===== src/rtl/multi_cycle_controller_pkg.sv =====
// Shared encodings for the multi-cycle RV32I controller: FSM states,
// datapath select encodings, opcodes and the per-cycle control bundle.
package multi_cycle_controller_pkg;

   // FSM state encodings (debug-visible on cur_state)
   localparam logic [2:0] S_IF   = 3'd0;
   localparam logic [2:0] S_ID   = 3'd1;
   localparam logic [2:0] S_EX   = 3'd2;
   localparam logic [2:0] S_MEM  = 3'd3;
   localparam logic [2:0] S_WB   = 3'd4;
   localparam logic [2:0] S_BR   = 3'd5;
   localparam logic [2:0] S_HALT = 3'd6;

   // ALU operand B select
   localparam logic [1:0] SRCB_REG   = 2'b00;
   localparam logic [1:0] SRCB_FOUR  = 2'b01;
   localparam logic [1:0] SRCB_IMM   = 2'b10;

   // ALU operation class
   localparam logic [1:0] ALUOP_ADD   = 2'b00;
   localparam logic [1:0] ALUOP_BR    = 2'b01;
   localparam logic [1:0] ALUOP_FUNCT = 2'b10;

   // PC source
   localparam logic PCSRC_ALU    = 1'b0;
   localparam logic PCSRC_ALUOUT = 1'b1;

   // RV32I major opcodes the controller sequences
   localparam logic [6:0] OP_R      = 7'b0110011;
   localparam logic [6:0] OP_I      = 7'b0010011;
   localparam logic [6:0] OP_LOAD   = 7'b0000011;
   localparam logic [6:0] OP_STORE  = 7'b0100011;
   localparam logic [6:0] OP_BRANCH = 7'b1100011;
   localparam logic [6:0] OP_JAL    = 7'b1101111;
   localparam logic [6:0] OP_JALR   = 7'b1100111;
   localparam logic [6:0] OP_SYSTEM = 7'b1110011;

   // One cycle's worth of datapath control
   typedef struct packed {
      logic       pc_write;
      logic       pc_source;
      logic       i_or_d;
      logic       mem_read;
      logic       mem_write;
      logic       ir_write;
      logic       reg_write;
      logic       wb_sel;
      logic       alu_src_a;
      logic [1:0] alu_src_b;
      logic [1:0] alu_op;
      logic       illegal_op;
   } ctrl_t;

   // Opcodes that continue to EX; ECALL is resolved in ID and not listed
   function automatic logic is_exec_op(input logic [6:0] op);
      return (op == OP_R) || (op == OP_I) || (op == OP_LOAD) || (op == OP_STORE) ||
             (op == OP_BRANCH) || (op == OP_JAL) || (op == OP_JALR);
   endfunction

endpackage


===== src/rtl/multi_cycle_controller_if.sv =====
// Controller <-> datapath bundle. master = controller, slave = datapath.
// MC_MEM_READY_EN adds the mem_ready handshake from the memory.
interface multi_cycle_controller_if;
   logic [6:0] opcode;
   logic       bcond;
   logic       halt_req;
`ifdef MC_MEM_READY_EN
   logic       mem_ready;
`endif
   logic       pc_write;
   logic       pc_source;
   logic       i_or_d;
   logic       mem_read;
   logic       mem_write;
   logic       ir_write;
   logic       reg_write;
   logic       wb_sel;
   logic       alu_src_a;
   logic [1:0] alu_src_b;
   logic [1:0] alu_op;
   logic       illegal_op;
   logic       is_halted;
   logic [2:0] cur_state;

`ifdef MC_MEM_READY_EN
   modport master (input opcode, bcond, halt_req, mem_ready,
                   output pc_write, pc_source, i_or_d, mem_read, mem_write, ir_write,
                          reg_write, wb_sel, alu_src_a, alu_src_b, alu_op,
                          illegal_op, is_halted, cur_state);
   modport slave  (output opcode, bcond, halt_req, mem_ready,
                   input  pc_write, pc_source, i_or_d, mem_read, mem_write, ir_write,
                          reg_write, wb_sel, alu_src_a, alu_src_b, alu_op,
                          illegal_op, is_halted, cur_state);
`else
   modport master (input opcode, bcond, halt_req,
                   output pc_write, pc_source, i_or_d, mem_read, mem_write, ir_write,
                          reg_write, wb_sel, alu_src_a, alu_src_b, alu_op,
                          illegal_op, is_halted, cur_state);
   modport slave  (output opcode, bcond, halt_req,
                   input  pc_write, pc_source, i_or_d, mem_read, mem_write, ir_write,
                          reg_write, wb_sel, alu_src_a, alu_src_b, alu_op,
                          illegal_op, is_halted, cur_state);
`endif
endinterface


===== src/rtl/multi_cycle_controller_wait_counter.sv =====
// Fixed-latency memory access counter: counts 0..MEM_LAT-1 while enabled,
// done on the last count, returns to 0 on done or clear.
module mc_wait_counter #(
   parameter int MEM_LAT = 1
) (
   input  logic clk,
   input  logic reset,
   input  logic clr_i,
   input  logic en_i,
   output logic done_o
);
   localparam int W = (MEM_LAT > 1) ? $clog2(MEM_LAT) : 1;

   logic [W-1:0] cnt_q, cnt_d;

   assign done_o = (cnt_q == W'(MEM_LAT - 1));

   // Next count: clear wins, wrap to 0 on the completing cycle
   always_comb begin
      cnt_d = cnt_q;
      if (clr_i || done_o) cnt_d = '0;
      else if (en_i)       cnt_d = cnt_q + 1'b1;
   end

   // Count register
   always_ff @(posedge clk) begin
      if (reset) cnt_q <= '0;
      else       cnt_q <= cnt_d;
   end
endmodule


===== src/rtl/multi_cycle_controller.sv =====
// Multi-cycle RV32I sequencer (IF/ID/EX/MEM/WB/BR/HALT) driving a shared
// ALU and memory. MC_MEM_READY_EN: IF/MEM finish on mem_ready instead of
// the fixed MEM_LAT counter.
module multi_cycle_controller
   import multi_cycle_controller_pkg::*;
#(
   parameter int MEM_LAT = 1
) (
   input logic                      clk,
   input logic                      reset,
   multi_cycle_controller_if.master mc
);
   logic [2:0] state_q, state_d;
   ctrl_t      ctl, ctl_o;
   logic       access, done;

   assign access = (state_q == S_IF) || (state_q == S_MEM);

`ifdef MC_MEM_READY_EN
   assign done = mc.mem_ready;
`else
   logic cnt_clr;
   // Counter restarts whenever we are not in (or are leaving) an access state
   assign cnt_clr = !access || (state_d != state_q);

   mc_wait_counter #(.MEM_LAT(MEM_LAT)) u_wait (
      .clk    (clk),
      .reset  (reset),
      .clr_i  (cnt_clr),
      .en_i   (access),
      .done_o (done)
   );
`endif

   // Next state and per-state control
   always_comb begin
      state_d = state_q;
      ctl     = '0;
      case (state_q)
         S_IF: begin
            ctl.mem_read = 1'b1;
            ctl.ir_write = done;
            if (done) state_d = S_ID;
         end
         S_ID: begin
            ctl.alu_src_b = SRCB_FOUR;
            if (mc.opcode == OP_SYSTEM) begin
               if (mc.halt_req) state_d = S_HALT;
               else begin
                  ctl.pc_write = 1'b1;
                  state_d      = S_IF;
               end
            end else if (!is_exec_op(mc.opcode)) begin
               ctl.illegal_op = 1'b1;
               ctl.pc_write   = 1'b1;
               state_d        = S_IF;
            end else begin
               state_d = S_EX;
            end
         end
         S_EX: begin
            state_d = S_IF;
            case (mc.opcode)
               OP_R: begin
                  ctl.alu_src_a = 1'b1;
                  ctl.alu_op    = ALUOP_FUNCT;
                  state_d       = S_WB;
               end
               OP_I: begin
                  ctl.alu_src_a = 1'b1;
                  ctl.alu_src_b = SRCB_IMM;
                  ctl.alu_op    = ALUOP_FUNCT;
                  state_d       = S_WB;
               end
               OP_LOAD, OP_STORE: begin
                  ctl.alu_src_a = 1'b1;
                  ctl.alu_src_b = SRCB_IMM;
                  state_d       = S_MEM;
               end
               OP_BRANCH: begin
                  ctl.alu_src_a = 1'b1;
                  ctl.alu_op    = ALUOP_BR;
                  // Not taken: ALUOut already holds PC+4 from ID
                  if (!mc.bcond) begin
                     ctl.pc_write  = 1'b1;
                     ctl.pc_source = PCSRC_ALUOUT;
                  end else begin
                     state_d = S_BR;
                  end
               end
               OP_JAL, OP_JALR: begin
                  // Target from ALU this cycle; rd gets PC+4 still in ALUOut
                  ctl.alu_src_a = (mc.opcode == OP_JALR);
                  ctl.alu_src_b = SRCB_IMM;
                  ctl.pc_write  = 1'b1;
                  ctl.reg_write = 1'b1;
               end
               default: ;
            endcase
         end
         S_MEM: begin
            ctl.i_or_d = 1'b1;
            state_d    = S_IF;
            if (mc.opcode == OP_LOAD) begin
               ctl.mem_read = 1'b1;
               state_d      = done ? S_WB : S_MEM;
            end else if (mc.opcode == OP_STORE) begin
               ctl.mem_write = 1'b1;
               state_d       = S_MEM;
               // Last store cycle also advances PC by 4
               if (done) begin
                  ctl.alu_src_b = SRCB_FOUR;
                  ctl.pc_write  = 1'b1;
                  state_d       = S_IF;
               end
            end
         end
         S_WB: begin
            ctl.reg_write = 1'b1;
            ctl.wb_sel    = (mc.opcode == OP_LOAD);
            ctl.alu_src_b = SRCB_FOUR;
            ctl.pc_write  = 1'b1;
            state_d       = S_IF;
         end
         S_BR: begin
            ctl.alu_src_b = SRCB_IMM;
            ctl.pc_write  = 1'b1;
            state_d       = S_IF;
         end
         S_HALT: ;
         default: state_d = S_IF;
      endcase
   end

   // State register
   always_ff @(posedge clk) begin
      if (reset) state_q <= S_IF;
      else       state_q <= state_d;
   end

   // All outputs silenced while reset is asserted
   assign ctl_o = reset ? '0 : ctl;

   assign mc.pc_write   = ctl_o.pc_write;
   assign mc.pc_source  = ctl_o.pc_source;
   assign mc.i_or_d     = ctl_o.i_or_d;
   assign mc.mem_read   = ctl_o.mem_read;
   assign mc.mem_write  = ctl_o.mem_write;
   assign mc.ir_write   = ctl_o.ir_write;
   assign mc.reg_write  = ctl_o.reg_write;
   assign mc.wb_sel     = ctl_o.wb_sel;
   assign mc.alu_src_a  = ctl_o.alu_src_a;
   assign mc.alu_src_b  = ctl_o.alu_src_b;
   assign mc.alu_op     = ctl_o.alu_op;
   assign mc.illegal_op = ctl_o.illegal_op;
   assign mc.is_halted  = !reset && (state_q == S_HALT);
   assign mc.cur_state  = reset ? 3'd0 : state_q;
endmodule


===== src/flat_wrapper.sv =====
// flat-port wrapper written by rule: the top's interface ports become plain ports
module multi_cycle_controller_flat import multi_cycle_controller_pkg::*;
#(
   parameter int MEM_LAT = 1
)
  (clk, reset, mc_opcode, mc_bcond, mc_halt_req, mc_pc_write, mc_pc_source, mc_i_or_d, mc_mem_read, mc_mem_write, mc_ir_write, mc_reg_write, mc_wb_sel, mc_alu_src_a, mc_alu_src_b, mc_alu_op, mc_illegal_op, mc_is_halted, mc_cur_state);
  multi_cycle_controller_if mc_i ();
  input logic clk;
  input logic reset;
  input wire logic [$bits(mc_i.opcode)-1:0] mc_opcode;
  input wire logic [$bits(mc_i.bcond)-1:0] mc_bcond;
  input wire logic [$bits(mc_i.halt_req)-1:0] mc_halt_req;
  output wire logic [$bits(mc_i.pc_write)-1:0] mc_pc_write;
  output wire logic [$bits(mc_i.pc_source)-1:0] mc_pc_source;
  output wire logic [$bits(mc_i.i_or_d)-1:0] mc_i_or_d;
  output wire logic [$bits(mc_i.mem_read)-1:0] mc_mem_read;
  output wire logic [$bits(mc_i.mem_write)-1:0] mc_mem_write;
  output wire logic [$bits(mc_i.ir_write)-1:0] mc_ir_write;
  output wire logic [$bits(mc_i.reg_write)-1:0] mc_reg_write;
  output wire logic [$bits(mc_i.wb_sel)-1:0] mc_wb_sel;
  output wire logic [$bits(mc_i.alu_src_a)-1:0] mc_alu_src_a;
  output wire logic [$bits(mc_i.alu_src_b)-1:0] mc_alu_src_b;
  output wire logic [$bits(mc_i.alu_op)-1:0] mc_alu_op;
  output wire logic [$bits(mc_i.illegal_op)-1:0] mc_illegal_op;
  output wire logic [$bits(mc_i.is_halted)-1:0] mc_is_halted;
  output wire logic [$bits(mc_i.cur_state)-1:0] mc_cur_state;
  assign mc_i.opcode = mc_opcode;
  assign mc_i.bcond = mc_bcond;
  assign mc_i.halt_req = mc_halt_req;
  assign mc_pc_write = mc_i.pc_write;
  assign mc_pc_source = mc_i.pc_source;
  assign mc_i_or_d = mc_i.i_or_d;
  assign mc_mem_read = mc_i.mem_read;
  assign mc_mem_write = mc_i.mem_write;
  assign mc_ir_write = mc_i.ir_write;
  assign mc_reg_write = mc_i.reg_write;
  assign mc_wb_sel = mc_i.wb_sel;
  assign mc_alu_src_a = mc_i.alu_src_a;
  assign mc_alu_src_b = mc_i.alu_src_b;
  assign mc_alu_op = mc_i.alu_op;
  assign mc_illegal_op = mc_i.illegal_op;
  assign mc_is_halted = mc_i.is_halted;
  assign mc_cur_state = mc_i.cur_state;
  multi_cycle_controller #(.MEM_LAT(MEM_LAT)) u_core (.clk(clk), .reset(reset), .mc(mc_i));
endmodule

===== config.mk =====
export PLATFORM = sky130hd
export DESIGN_NAME = multi_cycle_controller_flat
export DESIGN_NICKNAME = d
export VERILOG_FILES = /design/src/rtl/multi_cycle_controller_pkg.sv /design/src/rtl/multi_cycle_controller_if.sv /design/src/rtl/multi_cycle_controller_wait_counter.sv /design/src/rtl/multi_cycle_controller.sv /design/src/flat_wrapper.sv
export SDC_FILE = /design/constraint.sdc
export NUM_CORES = 1
export LEC_CHECK = 0
export BUFFER_PORTS_ARGS = -buffer_cell sky130_fd_sc_hd__buf_4
export CORE_MARGIN = 3
export CORE_UTILIZATION = 41
export DETAILED_ROUTE_END_ITERATION = 8
export PLACE_DENSITY = 0.77
export SLEW_MARGIN = 20
export SYNTH_ARGS = -nofsm -noshare
export SYNTH_HDL_FRONTEND = slang
export SYNTH_SLANG_ARGS = --single-unit
export TNS_END_PERCENT = 20

===== constraint.sdc =====
create_clock -name clk -period 1.2 [get_ports clk]
set_clock_uncertainty 0.05 [all_clocks]
set_input_delay 0.12 -clock clk [delete_from_list [all_inputs] [get_ports clk]]
set_output_delay 0.12 -clock clk [all_outputs]
set_load 0.02 [all_outputs]

==> results of run 1 <==
==> stage by stage <==
| step | setup WS (ps) | instances | hold slack (ps) | setup TNS, ps | cell area (µm²) |
|---|---|---|---|---|---|
| after global placement | -340.3 | 161 | 487.2 | -3294 | 1110 |
| after floorplan | -337.1 | 96 | 224.0 | -3122 | 713.2 |
| after CTS | -447.7 | 167 | 259.3 | -5137 | 1281 |
| after detailed placement | -436.3 | 161 | 495.8 | -4035 | 1110 |
==> what timing repair did <==
action | CTS
pin swaps | 11
resized for setup | 32
endpoints found under the setup margin | 21
buffers inserted | 3
==> cells in the mapped netlist, types with 2 or more instances <==
| master | number | area (µm²) |
|---|---|---|
| o21ai_0 | 2 | 10.01 |
| o21ai_1 | 2 | 10.01 |
| nand2b_1 | 3 | 18.77 |
| nor2b_1 | 3 | 18.77 |
| dfxtp_1 | 4 | 80.08 |
| nor2_1 | 15 | 56.30 |
| a21oi_1 | 9 | 45.04 |
| inv_1 | 5 | 18.77 |
| buf_4 | 2 | 15.01 |
| buf_6 | 2 | 22.52 |
| nand2_1 | 5 | 18.77 |
| buf_2 | 5 | 25.02 |
| o21bai_1 | 3 | 22.52 |
| nor4_1 | 3 | 18.77 |
| nor3_1 | 8 | 40.04 |
| nand3_1 | 3 | 15.01 |
==> cell families after synthesis <==
kind of cell | count (synthesis)
AO/OA/AOI/OAI | 23
flip-flops | 4
buffers and inverters | 15
XOR/XNOR | 1
AND/OR/NAND/NOR | 52
other | 1
==> metrics.yaml, run 1 <==
avgSynthCellArea_um2: 6.504
yosys-mux-area-fraction_pct: 0
cts_htree_levels: 1
fp.dieW_um: 45.03
synthXorXnorAreaFrac_pct: 1.403
clock_sinks: 4
synth_compound_area_share_pct: 23.25
portBuffers: 28
grt_max_degree: 14
antenna_found_initial: 0
synth_cells: 96
yosys_warnings: 0
syn_nets: 107
synth_edf_count: 0
yosys.area_share.simple_pct: 48.30
place.gp.congestion: 0.9644
ys_seq_area_share_pct: 12.83
synth_top_family_by_area: "simple AND/OR/NAND/NOR gates"
postCtsHoldBufs: 0
synth-adder-area-share_pct: 0
firstError: "[ERROR DPL-0033] detailed placement checks failed during check placement."
cts_buffer_depth: 2
rows: 13
fp.dieH_um: 45.03
cts_buffers: 3
ys_types: 38
detailed_place_hpwl_um: 1986
netlist_area_um2: 624.3
stop_stage: "5_1_grt"
io_pins: 29
timing.grt.repair.worst_endpoint: "mc_pc_write"
synthFlopType: "dfxtp_1"
outcome: "aborted with a tool error"
start_util_pct: 45.70
synth-seq-cells: 4
synth_async_sr_flop_share_pct: 0
worst-ep-kind: "top-level output"
cts-root-buf: "clkbuf_4"
==> run 2, diff against run 1 <==
Settings changed: CORE_AREA from default to 3 3 64 66, CORE_MARGIN 3 to default, CORE_UTILIZATION 41 to default, DIE_AREA from default to 0 0 67 69, PLACE_DENSITY 0.77 to default, PLACE_DENSITY_LB_ADDON from default to 0.15.
Clock period 1.2 ns to 1.6 ns, I/O delays scaled along.
==> metrics.yaml, run 2 <==
outcome: "finished, violations left"  # was aborted with a tool error
violations: "setup timing"
io_pins: 29  # unchanged
fmax_mhz: 589.1
fp.dieW_um: 67  # was 45.03 µm
path_clk_slew_ps: 30
synth_edf_count: 0  # unchanged
crit_path_end_kind: "primary output"
synthMostInstantiatedCell: "nor2_1"  # unchanged
ir_worst_vdd_mv: 0.2188
hp-class: "input pin to flip-flop"
firstDrtPassIters: 4
fin_nets: 152
reg2reg_from: "u_core.state_q[2]"
whs_ps: 301.2
clock_sinks: 4  # unchanged
final.period_utilization_pct: 106.1
reg2reg_to: "u_core.state_q[0]"
cts_tree: "yes"
p_total_uw: 452.9
rsz0062_at_grt: "true"
power_density_nw_per_um2: 384.6
routed_wl_um: 2374
placedCellCount: 182  # was 161
cts-root-buf: "clkbuf_8"  # was clkbuf_4
synth_top_area_share_pct: 12.83  # unchanged
syn_nets: 107  # unchanged
place.gp.congestion: 0.7853  # was 0.9644
cp-start-kind: "flip-flop"
yosys-top-cells-count: "nor2_1 (15), a21oi_1 (9), nor3_1 (8)"  # unchanged
avgSynthCellArea_um2: 6.504  # unchanged
syn_to_final_growth_pct: 88.58
synth_top_area_cell: "dfxtp_1"  # unchanged
ys_seq_area_share_pct: 12.83  # unchanged
portBuffers: 28  # unchanged
maxCapViolCount: 0
netlist_area_um2: 624.3  # unchanged
max_flop_register: "u_core.state_q"
holdPathStages: 3
power_frac_comb_pct: 30.1
cpMostUsedCell: "buf_6"
cp.depth: 6
via_per_inst: 4.476
r2r_cells: 6
ys_types: 38  # unchanged
grt_use_total_pct: 10.71
cellLeakagePower_uw: 0.0005210
max_stage_delay_ps: 370
clkPwrFrac_pct: 47.0
min_period_ps: 1697
placed_cell_area_um2: 999.7  # was 1110 µm²
antenna_left: 0
min_from: "reset"
fillers: 414
cell_internal_pwr_uw: 324.1
drtIter0Drc: 24
stdcell_area_um2: 1177
critPathMaxFanout: 7
grt_max_degree: 10
grt_pass1_vias: 905
swShare_pct: 28.43
layout_commonest_cell: "buf_4"
vias: 837
drcViolationCount: 0
fp.dieH_um: 69  # was 45.03 µm
report.final.slew_viol_count: 0
seqPwrFrac_pct: 22.8
final_cell_mix: "buf_4 (46), nor2_1 (14), a21oi_1 (9)"
coreArea_um2: 3633
postCtsHoldBufs: 0  # unchanged
die_area_um2: 4623
cts_buffer_depth: 2  # unchanged
cts_buffers: 3  # unchanged
grt_pass1_wl_um: 4043
seqCellArea_um2: 88.84
synth.area.top_cells: "dfxtp_1 (13%), nor2_1 (9.0%), a21oi_1 (7.2%), nor3_1 (6.4%), buf_2 (4.0%)"  # unchanged
drive_gt1_share_pct: 56.12
antenna_found_initial: 0
cts_htree_levels: 1  # unchanged
clk_latency_ps: 220
critical_path_class: "flip-flop to primary output"
wl_per_cell_um: 12.70
fin_ws_ps: -97.49
required_ps: 1390
overflow: 0
worstPathCellList: "buf_6, nor2b_4, buf_6, a31o_4, o31a_1, buf_6"
yosys_warnings: 0  # unchanged
synth_async_sr_flop_share_pct: 0  # unchanged
r2r_slack_ps: 220
crit_family: "compound AO/OA/AOI/OAI gates"
detailed_place_hpwl_um: 1860  # was 1986 µm
switching_power_uw: 128.7
synth-seq-cells: 4  # unchanged
top_regs: "u_core.state_q (3), u_core.u_wait.cnt_q (1)"
antenna_cells: 0
min_to: "u_core.state_q[1]"
critPathArrivalTime_ps: 1490
rows: 22  # was 13
setup_viol: 6
synthFlopType: "dfxtp_1"  # unchanged
slowest_stage: "dfxtp_4"
multi_input_area_um2: 578.1
largest_reg_flops: 3
start_util_pct: 17.18  # was 45.70%
hold_violations: 0
layoutNonFillerInstCount: 187
cp_num_buf_inv: 3
synth_cells: 96  # unchanged
[run 2: repair_timing]
item	4_1_cts	5_1_grt
buffers inserted	2	0
setup endpoints to repair	11	12
pin swaps	5	1
resized for setup	23	6
[run 2: area by class of cell]
| type | count | share of cell area [%] |
|---|---|---|
| flip-flops and latches | 4 | 7.545 |
| well taps | 48 | 5.101 |
| repair buffers | 50 | 33.16 |
| multi-input cells | 77 | 49.10 |
| clock buffers | 3 | 3.507 |
| inverters | 5 | 1.594 |
[run 2: kinds of logic after synthesis]
| kind of cell | after synthesis | synth area share, % |
|---|---|---|
| and+or+nand+nor | 52 | 48.30 |
| other | 1 | 0.6006 |
| DFF | 4 | 12.83 |
| xor gates and xnor gates | 1 | 1.403 |
| AOI/OAI and AO/OA | 23 | 23.25 |
| buffers and inverters | 15 | 13.63 |
[run 2: worst reg2reg max path, cell delays in order (launching register included)]
cell,delay (ps)
dfxtp_4,370
buf_4,150
buf_4,120
nor2_1,150
o2111ai_1,150
a21o_1,180
a21oi_1,140
[run 2: per-layer routing]
layer / share of wire, % / GRT usage (%) / vias up
met5: 0 / 0 / -
met4: 1.8 / 3.604 / 0
met3: 4.9 / 1.792 / 4
met2: 51 / 18.45 / 20
met1: 42 / 13.08 / 390
li1: - / - / 423
[run 2: how the worst max path moves through the flow]
stage,from,endpoint
final,u_core.state_q[1],mc_pc_write
after global routing,u_core.state_q[1],mc_pc_write
after CTS,u_core.state_q[1],mc_pc_write
after detailed placement,mc_opcode[3],mc_mem_read
after global placement,mc_opcode[4],mc_pc_write
after floorplan,u_core.state_q[2],mc_mem_write
[run 2: power by group through the flow]
| stage | sequential, µW | clock, µW | combinational (µW) |
|---|---|---|---|
| 2_1_floorplan | 106 | 0 | 68.3 |
| 3_3_place_gp | 107 | 0 | 126 |
| 3_5_place_dp | 108 | 0 | 126 |
| 4_1_cts | 103 | 213 | 134 |
| 5_1_grt | 104 | 231 | 149 |
| 6_report | 103 | 213 | 136 |
[run 2: per-stage QoR]
step / utilization [%] / setup TNS [ps] / worst slack, ps
2_1_floorplan: - / -477.1 / -120.1
3_3_place_gp: 27.51 / -74.95 / -74.95
3_5_place_dp: 27.51 / -33.93 / -19.64
4_1_cts: 31.61 / -179.1 / -85.93
5_1_grt: 32.40 / -698.5 / -147.8
6_report: 32.40 / -161.8 / -97.49
Power figures use the tool's default switching activity.
